==> src/rtl/get_reg.sv <==
// get_reg: maps three 5-bit RISC-V register indices (rd, rs1, rs2) to their
// ABI mnemonics as right-justified packed ASCII plus a character count.
// One decoded instruction per cycle, one cycle of latency, no backpressure.
module get_reg (
  input  logic        clk,
  input  logic        rst_n,
  input  logic        in_valid,
  input  logic [4:0]  rd_idx,
  input  logic [4:0]  rs1_idx,
  input  logic [4:0]  rs2_idx,
  output logic        out_valid,
  output logic [31:0] rd_name,
  output logic [31:0] rs1_name,
  output logic [31:0] rs2_name,
  output logic [2:0]  rd_len,
  output logic [2:0]  rs1_len,
  output logic [2:0]  rs2_len
);

  // Longest ABI name is "zero"; the output word holds exactly that many bytes.
  localparam int NAME_CHARS = 4;
  localparam int NAME_W     = 8 * NAME_CHARS;

  // ASCII code points used to build names.
  localparam logic [7:0] CH_NUL  = 8'h00;
  localparam logic [7:0] CH_ZERO = 8'h30;
  localparam logic [7:0] CH_ONE  = 8'h31;
  localparam logic [7:0] CH_A    = 8'h61;
  localparam logic [7:0] CH_S    = 8'h73;
  localparam logic [7:0] CH_T    = 8'h74;

  typedef struct packed {
    logic [NAME_W-1:0] name;
    logic [2:0]        len;
  } name_t;

  // Shared per-lane lookup. Names are right-justified so the upper bytes
  // stay NUL and a %s print of the word yields just the mnemonic.
  function automatic name_t lookup(input logic [4:0] idx);
    name_t      r;
    logic [7:0] n;
    n      = {3'b000, idx};
    r.name = '0;
    r.len  = 3'd2;
    if (idx == 5'd0) begin
      r.name = 32'h7A65_726F;                          // "zero"
      r.len  = 3'd4;
    end else if (idx == 5'd1) begin
      r.name = {CH_NUL, CH_NUL, 8'h72, 8'h61};         // "ra"
    end else if (idx == 5'd2) begin
      r.name = {CH_NUL, CH_NUL, 8'h73, 8'h70};         // "sp"
    end else if (idx == 5'd3) begin
      r.name = {CH_NUL, CH_NUL, 8'h67, 8'h70};         // "gp"
    end else if (idx == 5'd4) begin
      r.name = {CH_NUL, CH_NUL, 8'h74, 8'h70};         // "tp"
    end else if (idx <= 5'd7) begin
      r.name = {CH_NUL, CH_NUL, CH_T, CH_ZERO + n - 8'd5};   // t0-t2
    end else if (idx <= 5'd9) begin
      // Register 8 is deliberately "s0", not its "fp" alias.
      r.name = {CH_NUL, CH_NUL, CH_S, CH_ZERO + n - 8'd8};   // s0-s1
    end else if (idx <= 5'd17) begin
      r.name = {CH_NUL, CH_NUL, CH_A, CH_ZERO + n - 8'd10};  // a0-a7
    end else if (idx <= 5'd25) begin
      r.name = {CH_NUL, CH_NUL, CH_S, CH_ZERO + n - 8'd16};  // s2-s9
    end else if (idx <= 5'd27) begin
      r.name = {CH_NUL, CH_S, CH_ONE, CH_ZERO + n - 8'd26};  // s10-s11
      r.len  = 3'd3;
    end else begin
      r.name = {CH_NUL, CH_NUL, CH_T, CH_ZERO + n - 8'd25};  // t3-t6
    end
    return r;
  endfunction

  name_t rd_lu, rs1_lu, rs2_lu;

  // Combinational decode of all three lanes through the same table.
  always_comb begin
    rd_lu  = lookup(rd_idx);
    rs1_lu = lookup(rs1_idx);
    rs2_lu = lookup(rs2_idx);
  end

  // Output register: valid follows in_valid by one cycle; names and lengths
  // load only on a request and otherwise hold their last values.
  // NOTE: sequential state uses non-blocking (<=) so every register samples
  // pre-edge values; all of it is a handful of flops, so all of it is reset.
  always_ff @(posedge clk or negedge rst_n) begin
    if (!rst_n) begin
      out_valid <= 1'b0;
      rd_name   <= '0;
      rs1_name  <= '0;
      rs2_name  <= '0;
      rd_len    <= '0;
      rs1_len   <= '0;
      rs2_len   <= '0;
    end else begin
      out_valid <= in_valid;
      if (in_valid) begin
        rd_name  <= rd_lu.name;
        rs1_name <= rs1_lu.name;
        rs2_name <= rs2_lu.name;
        rd_len   <= rd_lu.len;
        rs1_len  <= rs1_lu.len;
        rs2_len  <= rs2_lu.len;
      end
    end
  end

endmodule

==> config.mk <==
export PLATFORM = sky130hd
export DESIGN_NAME = get_reg
export DESIGN_NICKNAME = d
export VERILOG_FILES = /design/src/rtl/get_reg.sv
export SDC_FILE = /design/constraint.sdc
export NUM_CORES = 1
export LEC_CHECK = 0
export ABC_CLOCK_PERIOD_IN_PS = 1100
export CAP_MARGIN = 20
export CORE_ASPECT_RATIO = 0.9
export CORE_MARGIN = 2
export CORE_UTILIZATION = 45
export DETAILED_ROUTE_END_ITERATION = 6
export GPL_TIMING_DRIVEN = 0
export PLACE_DENSITY_LB_ADDON = 0.15
export SLEW_MARGIN = 10
export SYNTH_ARGS = -nofsm -noshare
export SYNTH_HDL_FRONTEND = slang
export SYNTH_SLANG_ARGS = --single-unit
==> constraint.sdc <==
create_clock -name clk -period 1.1 [get_ports clk]
set_input_delay 0.22 -clock clk [delete_from_list [all_inputs] [get_ports clk]]
set_output_delay 0.22 -clock clk [all_outputs]
set_load 0.02 [all_outputs]
After elaboration in Yosys (flattened, before gate mapping)

Index checks and enable logic that the tools add are counted.

Register bits after elaboration: 106
Logic and storage cells: 115

Add/subtract/negate cells: 21
Order comparisons: 15
Equality and inequality tests: 12
Muxes and demuxes: 57
Reductions and logical operators: 3

Operators with widths:

| kind                                                | count |
|---|---|
| 2-to-1 mux 23 bit                                   | 24 |
| 2-to-1 mux 35 bit                                   | 3 |
| 2-to-1 mux 32 bit                                   | 3 |
| subtractor 8 x 4 -> 8 bit, second input constant    | 6 |
| subtractor 8 x 5 -> 8 bit, second input constant    | 6 |
| <= comparator 5 bit, second input constant          | 9 |
| == test 5 x 2 -> 1 bit, second input constant       | 6 |
| 2-to-1 mux 1 bit                                    | 27 |
| subtractor 7 x 5 -> 8 bit, second input constant    | 3 |
| subtractor 8 x 3 -> 8 bit, second input constant    | 3 |
| adder 6 x 5 -> 7 bit, first input constant          | 3 |
| == test 5 x 1 -> 1 bit, second input constant       | 3 |
| == test 5 x 3 -> 1 bit, second input constant       | 3 |
| <= comparator 5 x 3 -> 1 bit, second input constant | 3 |
| <= comparator 5 x 4 -> 1 bit, second input constant | 3 |
| logical NOT 5 bit                                   | 3 |

Logic depth before layout (Yosys ltp)

Gate-level depths: netlist of the first run.

Word-level depth: 12
Gate-level depth with buffers: 11
Mapped depth without buffers: 10

Least setup slack after synthesis of the first run

Ideal clock, no wire load.

Path type: input port to flip-flop
From: in rs1_idx[2]
To: reg rs1_name[1]
Library setup time: 77 ps
Arrival: 2061 ps
Required time: 1023 ps
Setup slack: -1039 ps
Stages: 10
Path buffers: 1
Path through: buf_2 -> inv_1 -> ha_1 -> nand2b_1 -> ha_1 -> a22oi_4 -> o31ai_1 -> o2bb2ai_1 -> a221o_1 -> a21oi_1

Word-level cells in the longest chain between the ends: 11
Elaborated cells between the ends (all ways): 20
Those cells by class: 5 x order compare; 4 x eq/ne; 10 x mux; 1 x reduce/logical

Ends and longest elaborated chain:

| what                 | RTL line | text |
|---|---|---|
| start, declared      | 9        | `input logic [4:0] rs1_idx,` |
| <= comparator 5 bit  | 65       | `end else if (idx <= 5'd27) begin` |
| 2-to-1 mux 23 bit    | 65       |  |
| 2-to-1 mux 23 bit    | 63       | `end else if (idx <= 5'd25) begin` |
| 2-to-1 mux 23 bit    | 61       | `end else if (idx <= 5'd17) begin` |
| 2-to-1 mux 23 bit    | 58       | `end else if (idx <= 5'd9) begin` |
| 2-to-1 mux 23 bit    | 56       | `end else if (idx <= 5'd7) begin` |
| 2-to-1 mux 23 bit    | 54       | `end else if (idx == 5'd4) begin` |
| 2-to-1 mux 23 bit    | 52       | `end else if (idx == 5'd3) begin` |
| 2-to-1 mux 23 bit    | 50       | `end else if (idx == 5'd2) begin` |
| 2-to-1 mux 32 bit    | 48       | `end else if (idx == 5'd1) begin` |
| 2-to-1 mux 35 bit *  | 45       | `if (idx == 5'd0) begin` |
| end signal, assigned | 100      | `rs1_name <= rs1_lu.name;` |
| end, declared        | 13       | `output logic [31:0] rs1_name,` |

Mark *: on every way between the ends. The rest lies on a longest branch, timed or not.
A chain may end at the register's enable or synchronous reset.

Worst setup path in the final report of the first run

From: in rs1_idx[1]
To: reg rs1_name[1]

Word-level cells in the longest chain between the ends: 12
Elaborated cells between the ends (all ways): 27
Those cells by class: 7 x add/sub; 5 x order compare; 4 x eq/ne; 10 x mux; 1 x reduce/logical

Ends and longest elaborated chain:

| what                                                                   | RTL line |
|---|---|
| adder 6 x 5 -> 7 bit                                                   | -- |
| subtractor 8 x 5 -> 8 bit or subtractor 7 x 5 -> 8 bit (tied branches) | 66, 69 |
| 2-to-1 mux 23 bit                                                      | 65 |
| 2-to-1 mux 23 bit                                                      | 63 |
| 2-to-1 mux 23 bit                                                      | 61 |
| 2-to-1 mux 23 bit                                                      | 58 |
| 2-to-1 mux 23 bit                                                      | 56 |
| 2-to-1 mux 23 bit                                                      | 54 |
| 2-to-1 mux 23 bit                                                      | 52 |
| 2-to-1 mux 23 bit                                                      | 50 |
| 2-to-1 mux 32 bit                                                      | 48 |
| 2-to-1 mux 35 bit *                                                    | 45 |

Marks and branches as above.

==> flow_metrics.tcl, run 1 <==
set metrics [dict create \
    nNetsFinal 907 \
    status "finished with violations" \
    synth.area.top_cells "dfrtp_1, ha_1, buf_4, nor2_1, nand2_1" \
    ys_seq_area_share_pct 27.6 \
    synth_area_um2 4540 \
    setup_violations 126 \
    synthDistinctLibCells 76 \
    max_freq_ghz 0.515 \
    hold_class "input port to flop" \
    synthArstFlopShare_pct 100 \
    antenna_found_initial 0 \
    dpl-instance-area_um2 6320 \
    hold_viol 0 \
    drc_errors 0 \
    gp_congestion 0.990 \
    critPathCaptureType "flop" \
    synth-seq-cells 50 \
    grt-ovfl-total 0 \
    yosysMostFrequentCell "buf_4" \
    dr_wl_met3_um 3810 \
    slowest_stage "a221o_1" \
    rsz0062_at_grt "true" \
    n_fill_cell 235 \
    routed_wl_um 28000 \
    grt.total_usage_pct 35.1 \
    final.setup.worst_slack_ns -0.841 \
    syn_area_per_cell_um2 8.61 \
    core_area_um2 9740 \
    regArea_um2 1250 \
    die_h_um 99.3 \
    antenna_left 0 \
    wl_per_cell_um 28.8 \
    pre_cts_slack_ns -1.87 \
    final_area_um2 9230 \
    whs_ns 0.154 \
    cts_tree "built" \
    grt_pass1_vias 5559 \
    clock-sinks 50 \
    r2r_setup_slack_ns -0.13 \
    critPathKind "input port to flop" \
    port_buffers 99 \
    wl_met1_um 9020 \
    cts_root_buffer "clkbuf_8" \
    synth_area_leader_cell "dfrtp_1" \
    violations "negative setup slack" \
    cts_buffers 5 \
    p_leak_nw 4.09 \
    antenna_cells 0 \
    met2_wirelength_um 12600 \
    first_pass_iters 6 \
    finClkSkew_ns 0 \
    grt_pass1_wl_um 29800 \
    die_x_um 110 \
    crit_chain "buf_12 -> clkinvlp_4 -> ha_4 -> nand2b_4 -> ha_4 -> a22oi_4 -> o31ai_4 -> o2bb2ai_2 -> a221o_1 -> a21oi_2" \
    crit_path_max_fanout 5 \
    period_share_pct 176 \
    cp.arrival_ns 2.20 \
    rows 34 \
    via_per_inst 6.88 \
    crit_path_max_incr_delay_ns 0.34 \
    vias 6687 \
    hpwl_um 10400 \
    ir_drop_mv 0.722 \
    clk_latency_ns 0.36 \
    grt_start_max_net_pins 36 \
    multi_input_area_um2 3980 \
    p_per_area_nw_per_um2 895 \
    startpoint_type "input port" \
    synth_ff_type "dfrtp_1" \
    synthCells 527 \
    initial_core_util_pct 46.6 \
    final_max_slew_viol_count 0 \
    areaGrowthSynthToFinish_pct 103 \
    max-cap-violations 0 \
    top_layer_used "met4" \
    drt_iter0_markers 797 \
    io_pins 124 \
    htreeDepth 2 \
    ys_warn_count 0 \
    netlist.area_leader.share_pct 27.6 \
    cts_max_path_buffers 2 \
    synth_edf_count 0 \
    critPathRequiredTime_ns 1.36 \
    cpMostUsedCell "ha_4" \
    drive_gt1_share_pct 66.1 \
    die_area_um2 10900 \
    synth_common_cells "buf_4, dfrtp_1, nor2_1, ha_1, nand2_1" \
    period_minus_slack_ns 1.94 \
    tns_ns -35.74 \
    clk_pin_slew_worst_paths_ns 0.13 \
]
==> metrics by stage <==
stage               std cells  utilization [%]  total power (W)
finish                    972             94.8          0.00826
global route              972             94.8          0.00839
CTS                       914             85.3          0.00709
detailed placement        776             64.9          0.00502
global placement          775             64.7          0.00498
floorplan                 550                -          0.00396
==> placed cells by master, fill, tap and decap left out, drive strengths merged, types with 8 or more instances in the layout <==
cell | netlist | final
o2bb2ai | 8 | 8
ha | 44 | 44
conb | 1 | 24
dfrtp | 50 | 50
nand2 | 40 | 40
clkbuf | 10 | 12
xnor2 | 16 | 16
buf | 64 | 353
o21ai | 29 | 29
inv | 26 | 22
a31oi | 16 | 16
a21oi | 29 | 29
nand3 | 10 | 10
nor2 | 48 | 48
==> layer usage <==
metal | global-route usage (%) | vias to the layer above
met1 | 44.7 | 3077
met5 | 0 | -
met2 | 58.5 | 838
li1 | - | 2470
met3 | 5.96 | 302
met4 | 14.3 | 0
==> worst max-delay path: cells and delay by family <==
kind	cells	cell delay (ns)
compound gates	5	1.16
fa+ha+maj	2	0.43
buf+inv	2	0.25
simple gates	1	0.15
==> cell type report <==
type                    instances  share of cell area [%]
clock buffers                   5                   0.745
repair buffers                301                    32.0
multi-input cells             400                    43.1
well taps                     126                    1.71
plain buffers                  61                    6.67
clock inverters                 3                   0.312
inverters                      26                    1.87
flip-flops and latches         50                    13.6
==> report_power, final <==
group	leakage [nW]	switching, W	internal [W]
sequential	0.565	0.000222	0.00204
clock	0.0502	0.000829	0.000475
combinational	3.48	0.00245	0.00225
==> registers in the layout (all words and copies together) (netlist names) <==
register   cells
rs1_name      14
out_valid      1
rs2_name      14
rs2_len        2
rd_name       15
rd_len         2
rs1_len        2
==> cells by family (layout without fill, tap and decap cells) <==
family | count (synthesis) | after routing | synth area share (%)
buffers and inverters | 100 | 396 | 13.2
xor gates and xnor gates | 17 | 17 | 3.28
muxes | 2 | 2 | 0.441
and+or+nand+nor | 139 | 139 | 14.8
adders and majority gates | 44 | 44 | 12.1
DFF | 50 | 50 | 27.6
AOI/OAI and AO/OA | 174 | 174 | 28.4
other | 1 | 24 | 0.0826
==> path summary, 6_finish.rpt <==
path	start	endpoint	cells past startpoint
max in group asynchronous	rst_n	rs2_name[8]	3
setup reg to reg	rs1_name[2]	rs1_name[2]	3
min in group asynchronous	rst_n	rd_name[22]	2
setup / recovery	rs1_idx[1]	rs1_name[1]	10
hold / removal	in_valid	out_valid	1
hold reg to reg	rd_name[5]	rd_name[5]	1
==> what timing repair did <==
item	CTS	global route
gates resized for setup	771	136
gates cloned	0	0
endpoints found under the setup margin	131	129
endpoints found under the hold margin	15	0
setup buffers	137	73
pin swaps	77	81
hold buffers	1	0
Note: power is estimated with default switching activity, not from simulation.
==> run 2: changes to the inputs <==
CORE_UTILIZATION = 50   (was 45)
==> flow_metrics.tcl, run 2 <==
set metrics [dict create \
    status "aborted with a tool error" \
    stop_stage "global routing" \
    tool.error "[ERROR DPL-0038] Utilization greater than 100%, impossible to legalize" \
    netlist.area_leader.share_pct 27.6 \
    clock-sinks 50 \
    synth_edf_count 0 \
    cts_root_buffer "clkbuf_8" \
    yosysMostFrequentCell "buf_4" \
    port_buffers 99 \
    synth-seq-cells 50 \
    synthCells 527 \
    rows 32 \
    synth_common_cells "buf_4, dfrtp_1, nor2_1, ha_1, nand2_1" \
    cts_buffers 5 \
    synth_area_um2 4540 \
    grt_repair_worst_endpoint "rs2_name[6]$_DFFE_PN0P_/D" \
    gp_congestion 0.969 \
    die_h_um 94.4 \
    synth.area.top_cells "dfrtp_1, ha_1, buf_4, nor2_1, nand2_1" \
    synth_area_leader_cell "dfrtp_1" \
    pre_cts_slack_ns -1.92 \
    initial_core_util_pct 52.2 \
    ys_warn_count 0 \
    htreeDepth 2 \
    grt_start_max_net_pins 34 \
    synth_ff_type "dfrtp_1" \
    synthDistinctLibCells 76 \
    io_pins 124 \
    die_x_um 104 \
    ys_seq_area_share_pct 27.6 \
    cts_max_path_buffers 2 \
    syn_area_per_cell_um2 8.61 \
    worstEpCategory "register data pin" \
    synthArstFlopShare_pct 100 \
    hpwl_um 10500 \
]
-- run 2: cell counts after synthesis --
No cell type changed its count.
-- run 2: through the flow --
| stage | std cells | setup TNS (ns) | instance area (µm²) |
|---|---|---|---|
| 2_1_floorplan | 550 | -18.43 | 5160 |
| 3_3_place_gp | 768 | -167.14 | 6300 |
| 3_5_place_dp | 769 | -88.69 | 6310 |
| 4_1_cts | 906 | -22.85 | 8280 |
-- run 2: cell families after synthesis --
logic type,after synthesis,share of synthesized area [%]
multiplexers,2,0.441
flip-flops,50,27.6
AO/OA/AOI/OAI,174,28.4
AND/OR/NAND/NOR,139,14.8
other,1,0.0826
buffers and inverters,100,13.2
adder cells (fa/ha/maj),44,12.1
XOR/XNOR,17,3.28
-- run 2: timing repair --
item | 4_1_cts
setup endpoints to repair | 131
buffers inserted | 142
endpoints found under the hold margin | 17
hold buffers | 1
gates cloned | 0
pin swaps | 85
resized for setup | 764
==> run 3: changes to the inputs <==
CORE_ASPECT_RATIO = default   (was 0.9)
CORE_UTILIZATION = 35   (was 50)
==> flow_metrics.tcl, run 3 (same netlist as run 1, synthesis figures left out) <==
set metrics [dict create \
    regArea_um2 1250 \
    cts_tree "built" \
    antenna_found_initial 0 \
    n_fill_cell 962 \
    r2r_setup_slack_ns -0.07 \
    multi_input_area_um2 3870 \
    port_buffers 99 \
    die_h_um 118 \
    critPathKind "input port to flop" \
    hpwl_um 10600 \
    clk_pin_slew_worst_paths_ns 0.07 \
    startpoint_type "input port" \
    period_share_pct 155 \
    first_pass_iters 5 \
    ir_drop_mv 0.552 \
    largest_reg_flops 15 \
    routed_wl_um 18000 \
    critPathCaptureType "flop" \
    gp_congestion 0.945 \
    dpl-instance-area_um2 6380 \
    p_leak_nw 3.79 \
    hold_viol 0 \
    grt_start_max_net_pins 27 \
    p_per_area_nw_per_um2 903 \
    via_per_inst 5.36 \
    core_area_um2 12600 \
    rows 41 \
    grt-ovfl-total 0 \
    clock-sinks 50 \
    final_area_um2 8660 \
    setup_violations 81 \
    grt-busiest-layer "met2" \
    max-cap-violations 0 \
    final_cell_mix "buf_6, buf_4, dfrtp_1" \
    htreeDepth 2 \
    wl_per_cell_um 18.5 \
    grt_pass1_wl_um 27600 \
    gr-usage-met1_pct 30.6 \
    top_register "rd_name" \
    antenna_cells 0 \
    r2r_cells 6 \
    finClkSkew_ns 0 \
    cts_buffers 5 \
    r2r_end "rd_name[29]" \
    min_from "in_valid" \
    die_x_um 118 \
    areaGrowthSynthToFinish_pct 90.7 \
    final_max_slew_viol_count 0 \
    final_common_cell "buf_6" \
    hold_class "input port to flop" \
    clk_latency_ns 0.29 \
    min_to "out_valid" \
    grt_pass1_vias 5197 \
    cts_max_path_buffers 2 \
    nNetsFinal 862 \
    max_freq_ghz 0.585 \
    io_pins 124 \
    crit_path_max_fanout 4 \
    vias 5216 \
    die_area_um2 13900 \
    finalPower_w 0.00782 \
    top_regs "rd_name x15, rs1_name x14, rs2_name x14" \
    timing.rr.start "rd_name[29]" \
    cts_root_buffer "clkbuf_16" \
    critPathRequiredTime_ns 1.32 \
    rsz0062_at_grt "true" \
    grt.total_usage_pct 24.3 \
    violations "negative setup slack" \
    drive_gt1_share_pct 62.0 \
    use_met3_pct 3.59 \
    antenna_left 0 \
    drt_iter0_markers 323 \
    hold_depth 1 \
    status "finished with violations" \
    final_util_pct 68.6 \
    grt_util_met2_pct 41.8 \
    period_minus_slack_ns 1.71 \
    final.setup.worst_slack_ns -0.609 \
    cp.arrival_ns 1.93 \
    pre_cts_slack_ns -1.93 \
    drc_errors 0 \
    initial_core_util_pct 36.0 \
]
==> run 3: metrics by stage <==
| step | instances | setup TNS, ns | hold slack [ns] |
|---|---|---|---|
| 2_1_floorplan | 550 | -18.43 | -0.0756 |
| 3_3_place_gp | 821 | -171.91 | 0.453 |
| 3_5_place_dp | 822 | -88.23 | 0.260 |
| 4_1_cts | 943 | -22.98 | 0.256 |
| 5_1_grt | 973 | -30.41 | 0.106 |
| 6_report | 973 | -27.08 | 0.110 |
==> run 3: worst max-delay path by stage <==
stage	cells after the start	from	slack, ns	end
after floorplan	9	rs1_idx[1]	-0.71	rs1_name[1]
after global placement	10	rs1_idx[1]	-1.91	rs1_name[1]
after detailed placement	10	rs1_idx[1]	-1.93	rs1_name[1]
after CTS	10	rs1_idx[1]	-0.59	rs1_name[1]
after global routing	11	rs1_idx[1]	-0.69	rs1_name[1]
final	12	rs1_idx[2]	-0.61	rs1_name[1]
==> run 3: power by group <==
part | switching [W] | internal (W)
Combinational | 0.00197 | 0.00188
Sequential | 0.000155 | 0.00204
Clock | 0.000709 | 0.00107
==> run 3: layout make-up <==
type | instances | share of cell area (%)
clock inverters | 3 | 0.462
inverters | 26 | 1.92
multi-input cells | 400 | 44.7
repair buffers | 251 | 26.8
well taps | 172 | 2.49
flip-flops and latches | 50 | 14.5
clock buffers | 5 | 1.45
plain buffers | 66 | 7.75
==> run 3: routing by layer <==
layer	wire length, µm	vias up
li1	-	2389
met1	7340	2541
met2	9030	225
met3	911	61
met4	672	0
met5	0	-
==> run 3: worst max-delay path, stage by stage <==
cell and delay (ns):
buf_12 0.10, buf_12 0.12, inv_8 0.05, ha_4 0.14, nand2b_4 0.13, ha_4 0.15
buf_4 0.12, nand2_4 0.04, o2111a_2 0.20, a21o_1 0.21, a221o_1 0.32, a21oi_1 0.13
==> run 3: repair_timing <==
action,CTS,global route
endpoints found under the hold margin,25,0
endpoints found under the setup margin,131,122
gates cloned,1,0
setup buffers,119,36
pin swaps,67,70
resized for setup,691,93
hold buffers,1,0
==> run 4: changes to the inputs <==
ABC_CLOCK_PERIOD_IN_PS = 1990   (was 1100)
GPL_TIMING_DRIVEN = default   (was 0)
clock period = 1.99 ns   (was 1.1 ns; I/O delays follow)
==> flow_metrics.tcl, run 4 (same netlist as run 1, synthesis figures left out) <==
set metrics [dict create \
    finalPower_w 0.00390 \
    drc_errors 0 \
    period_share_pct 97.2 \
    antenna_found_initial 0 \
    grt-ovfl-total 0 \
    ir_drop_mv 0.401 \
    setup_violations 0 \
    r2r_setup_slack_ns 0.90 \
    grt_pass1_wl_um 24400 \
    cts_root_buffer "clkbuf_16" \
    first_pass_iters 4 \
    vias 4690 \
    final_util_pct 56.7 \
    gp_congestion 1.00 \
    antenna_left 0 \
    r2r_end "rs1_name[2]" \
    clk_latency_ns 0.29 \
    cts_max_path_buffers 2 \
    hold_class "input port to asynchronous set/reset pin" \
    grt.total_usage_pct 21.6 \
    largest_reg_flops 15 \
    max-cap-violations 0 \
    antenna_cells 0 \
    crit_path_max_fanout 6 \
    cts_buffers 5 \
    routed_wl_um 15200 \
    swShare_pct 35.0 \
    critPathKind "input port to flop" \
    final_max_slew_viol_count 0 \
    port_buffers 99 \
    drt_iter0_markers 386 \
    p_per_area_nw_per_um2 545 \
    drive_gt1_share_pct 36.2 \
    final_common_cell "buf_4" \
    holdBufCountCts 0 \
    top_register "rd_name" \
    p_int_w 0.00254 \
    initial_core_util_pct 36.0 \
    rows 41 \
    die_area_um2 13900 \
    grt_start_max_net_pins 51 \
    io_pins 124 \
    p_leak_nw 3.17 \
    htreeDepth 2 \
    cts_tree "built" \
    clk_pin_slew_worst_paths_ns 0.07 \
    finClkSkew_ns 0 \
    clock-sinks 50 \
    via_per_inst 5.10 \
    pwr-share-clk_pct 25.5 \
    critPathCaptureType "flop" \
    pwr-share-seq_pct 31.1 \
    areaGrowthSynthToFinish_pct 57.7 \
    dpl-instance-area_um2 6620 \
    final_cell_mix "buf_4, clkdlybuf4s50_1, dfrtp_1" \
    cp.arrival_ns 2.09 \
    startpoint_type "input port" \
    wl_per_cell_um 16.6 \
    core_area_um2 12600 \
    hpwl_um 12000 \
    final_area_um2 7160 \
    timing.rr.start "rs1_name[2]" \
    critPathRequiredTime_ns 2.15 \
    hold_viol 0 \
    status "finished clean" \
    whs_ns 0.0806 \
    nNetsFinal 809 \
    power_switching_w 0.00137 \
    grt_pass1_vias 4753 \
    max_freq_ghz 0.517 \
    period_minus_slack_ns 1.93 \
    top_regs "rd_name x15, rs1_name x14, rs2_name x14" \
    die_x_um 118 \
    r2r_cells 3 \
    die_h_um 118 \
    comb_power_share_pct 43.4 \
]
[run 4: cell types whose count changed in the layout (fill, tap and decap cells not counted), moves of 12 or more]
| cell | before | now |
|---|---|---|
| buf_2 | 36 | 4 |
| clkdlybuf4s50_1 | 0 | 84 |
| buf_4 | 122 | 158 |
| ha_1 | 17 | 29 |
| buf_6 | 129 | 4 |
| ha_4 | 24 | 9 |
[run 4: worst max path at each step]
stage / startpoint / end / cells past startpoint
final: rs1_idx[1] / rs1_name[4] / 9
after detailed placement: rs2_idx[1] / rs2_name[2] / 10
after global routing: rs2_idx[4] / rs2_name[2] / 11
after CTS: rs1_idx[0] / rs1_name[3] / 9
after floorplan: rs1_idx[1] / rs1_name[1] / 9
after global placement: rs1_idx[1] / rs1_name[1] / 10
[run 4: what timing repair did]
action / in CTS / in global routing
pin swaps: 10 / 12
setup endpoints to repair: 39 / 26
gates resized for setup: 65 / 46
cloned: 0 / 0
buffers inserted: 6 / 1
[run 4: worst max-delay path, stage by stage]
cell             delay, ns
clkdlybuf4s15_2       0.20
buf_4                 0.15
ha_2                  0.22
nand3_2               0.12
a31o_4                0.29
o31a_1                0.26
xnor2_1               0.12
a22oi_1               0.18
o221ai_1              0.14
[run 4: layout make-up]
cell class                 count  area, µm²
multi-input combinational    400       3170
inverter                      26        111
clock inverter                 2       37.5
tap                          172        215
clock buffer                   6        129
fill                        1213       5460
sequential                    50       1250
timing repair buffer         264       2240
[run 4: per-stage QoR]
stage          setup TNS [ns]  instances  setup slack (ns)
2_1_floorplan               0        550           0.00459
3_3_place_gp           -20.80        905            -0.615
3_5_place_dp           -21.90        905            -0.647
4_1_cts                     0        919           0.00132
5_1_grt               -0.0251        920           -0.0249
6_report                    0        920            0.0560
[run 4: power by group through the flow]
| stage | sequential [W] | clock [W] | combinational (W) |
|---|---|---|---|
| 2_1_floorplan | 0.00136 | 0 | 0.000742 |
| 3_3_place_gp | 0.00123 | 0 | 0.00159 |
| 3_5_place_dp | 0.00123 | 0 | 0.00160 |
| 4_1_cts | 0.00122 | 0.00103 | 0.00165 |
| 5_1_grt | 0.00123 | 0.00105 | 0.00181 |
| 6_report | 0.00122 | 0.000994 | 0.00169 |
[run 4: routing by layer]
metal	vias to the layer above	GRT usage [%]	part of all wire, %
met1	2230	30.3	46
met3	22	2.86	6.4
met5	-	0	0
met2	168	34.4	46
met4	0	6.93	2.0
li1	2270	-	-
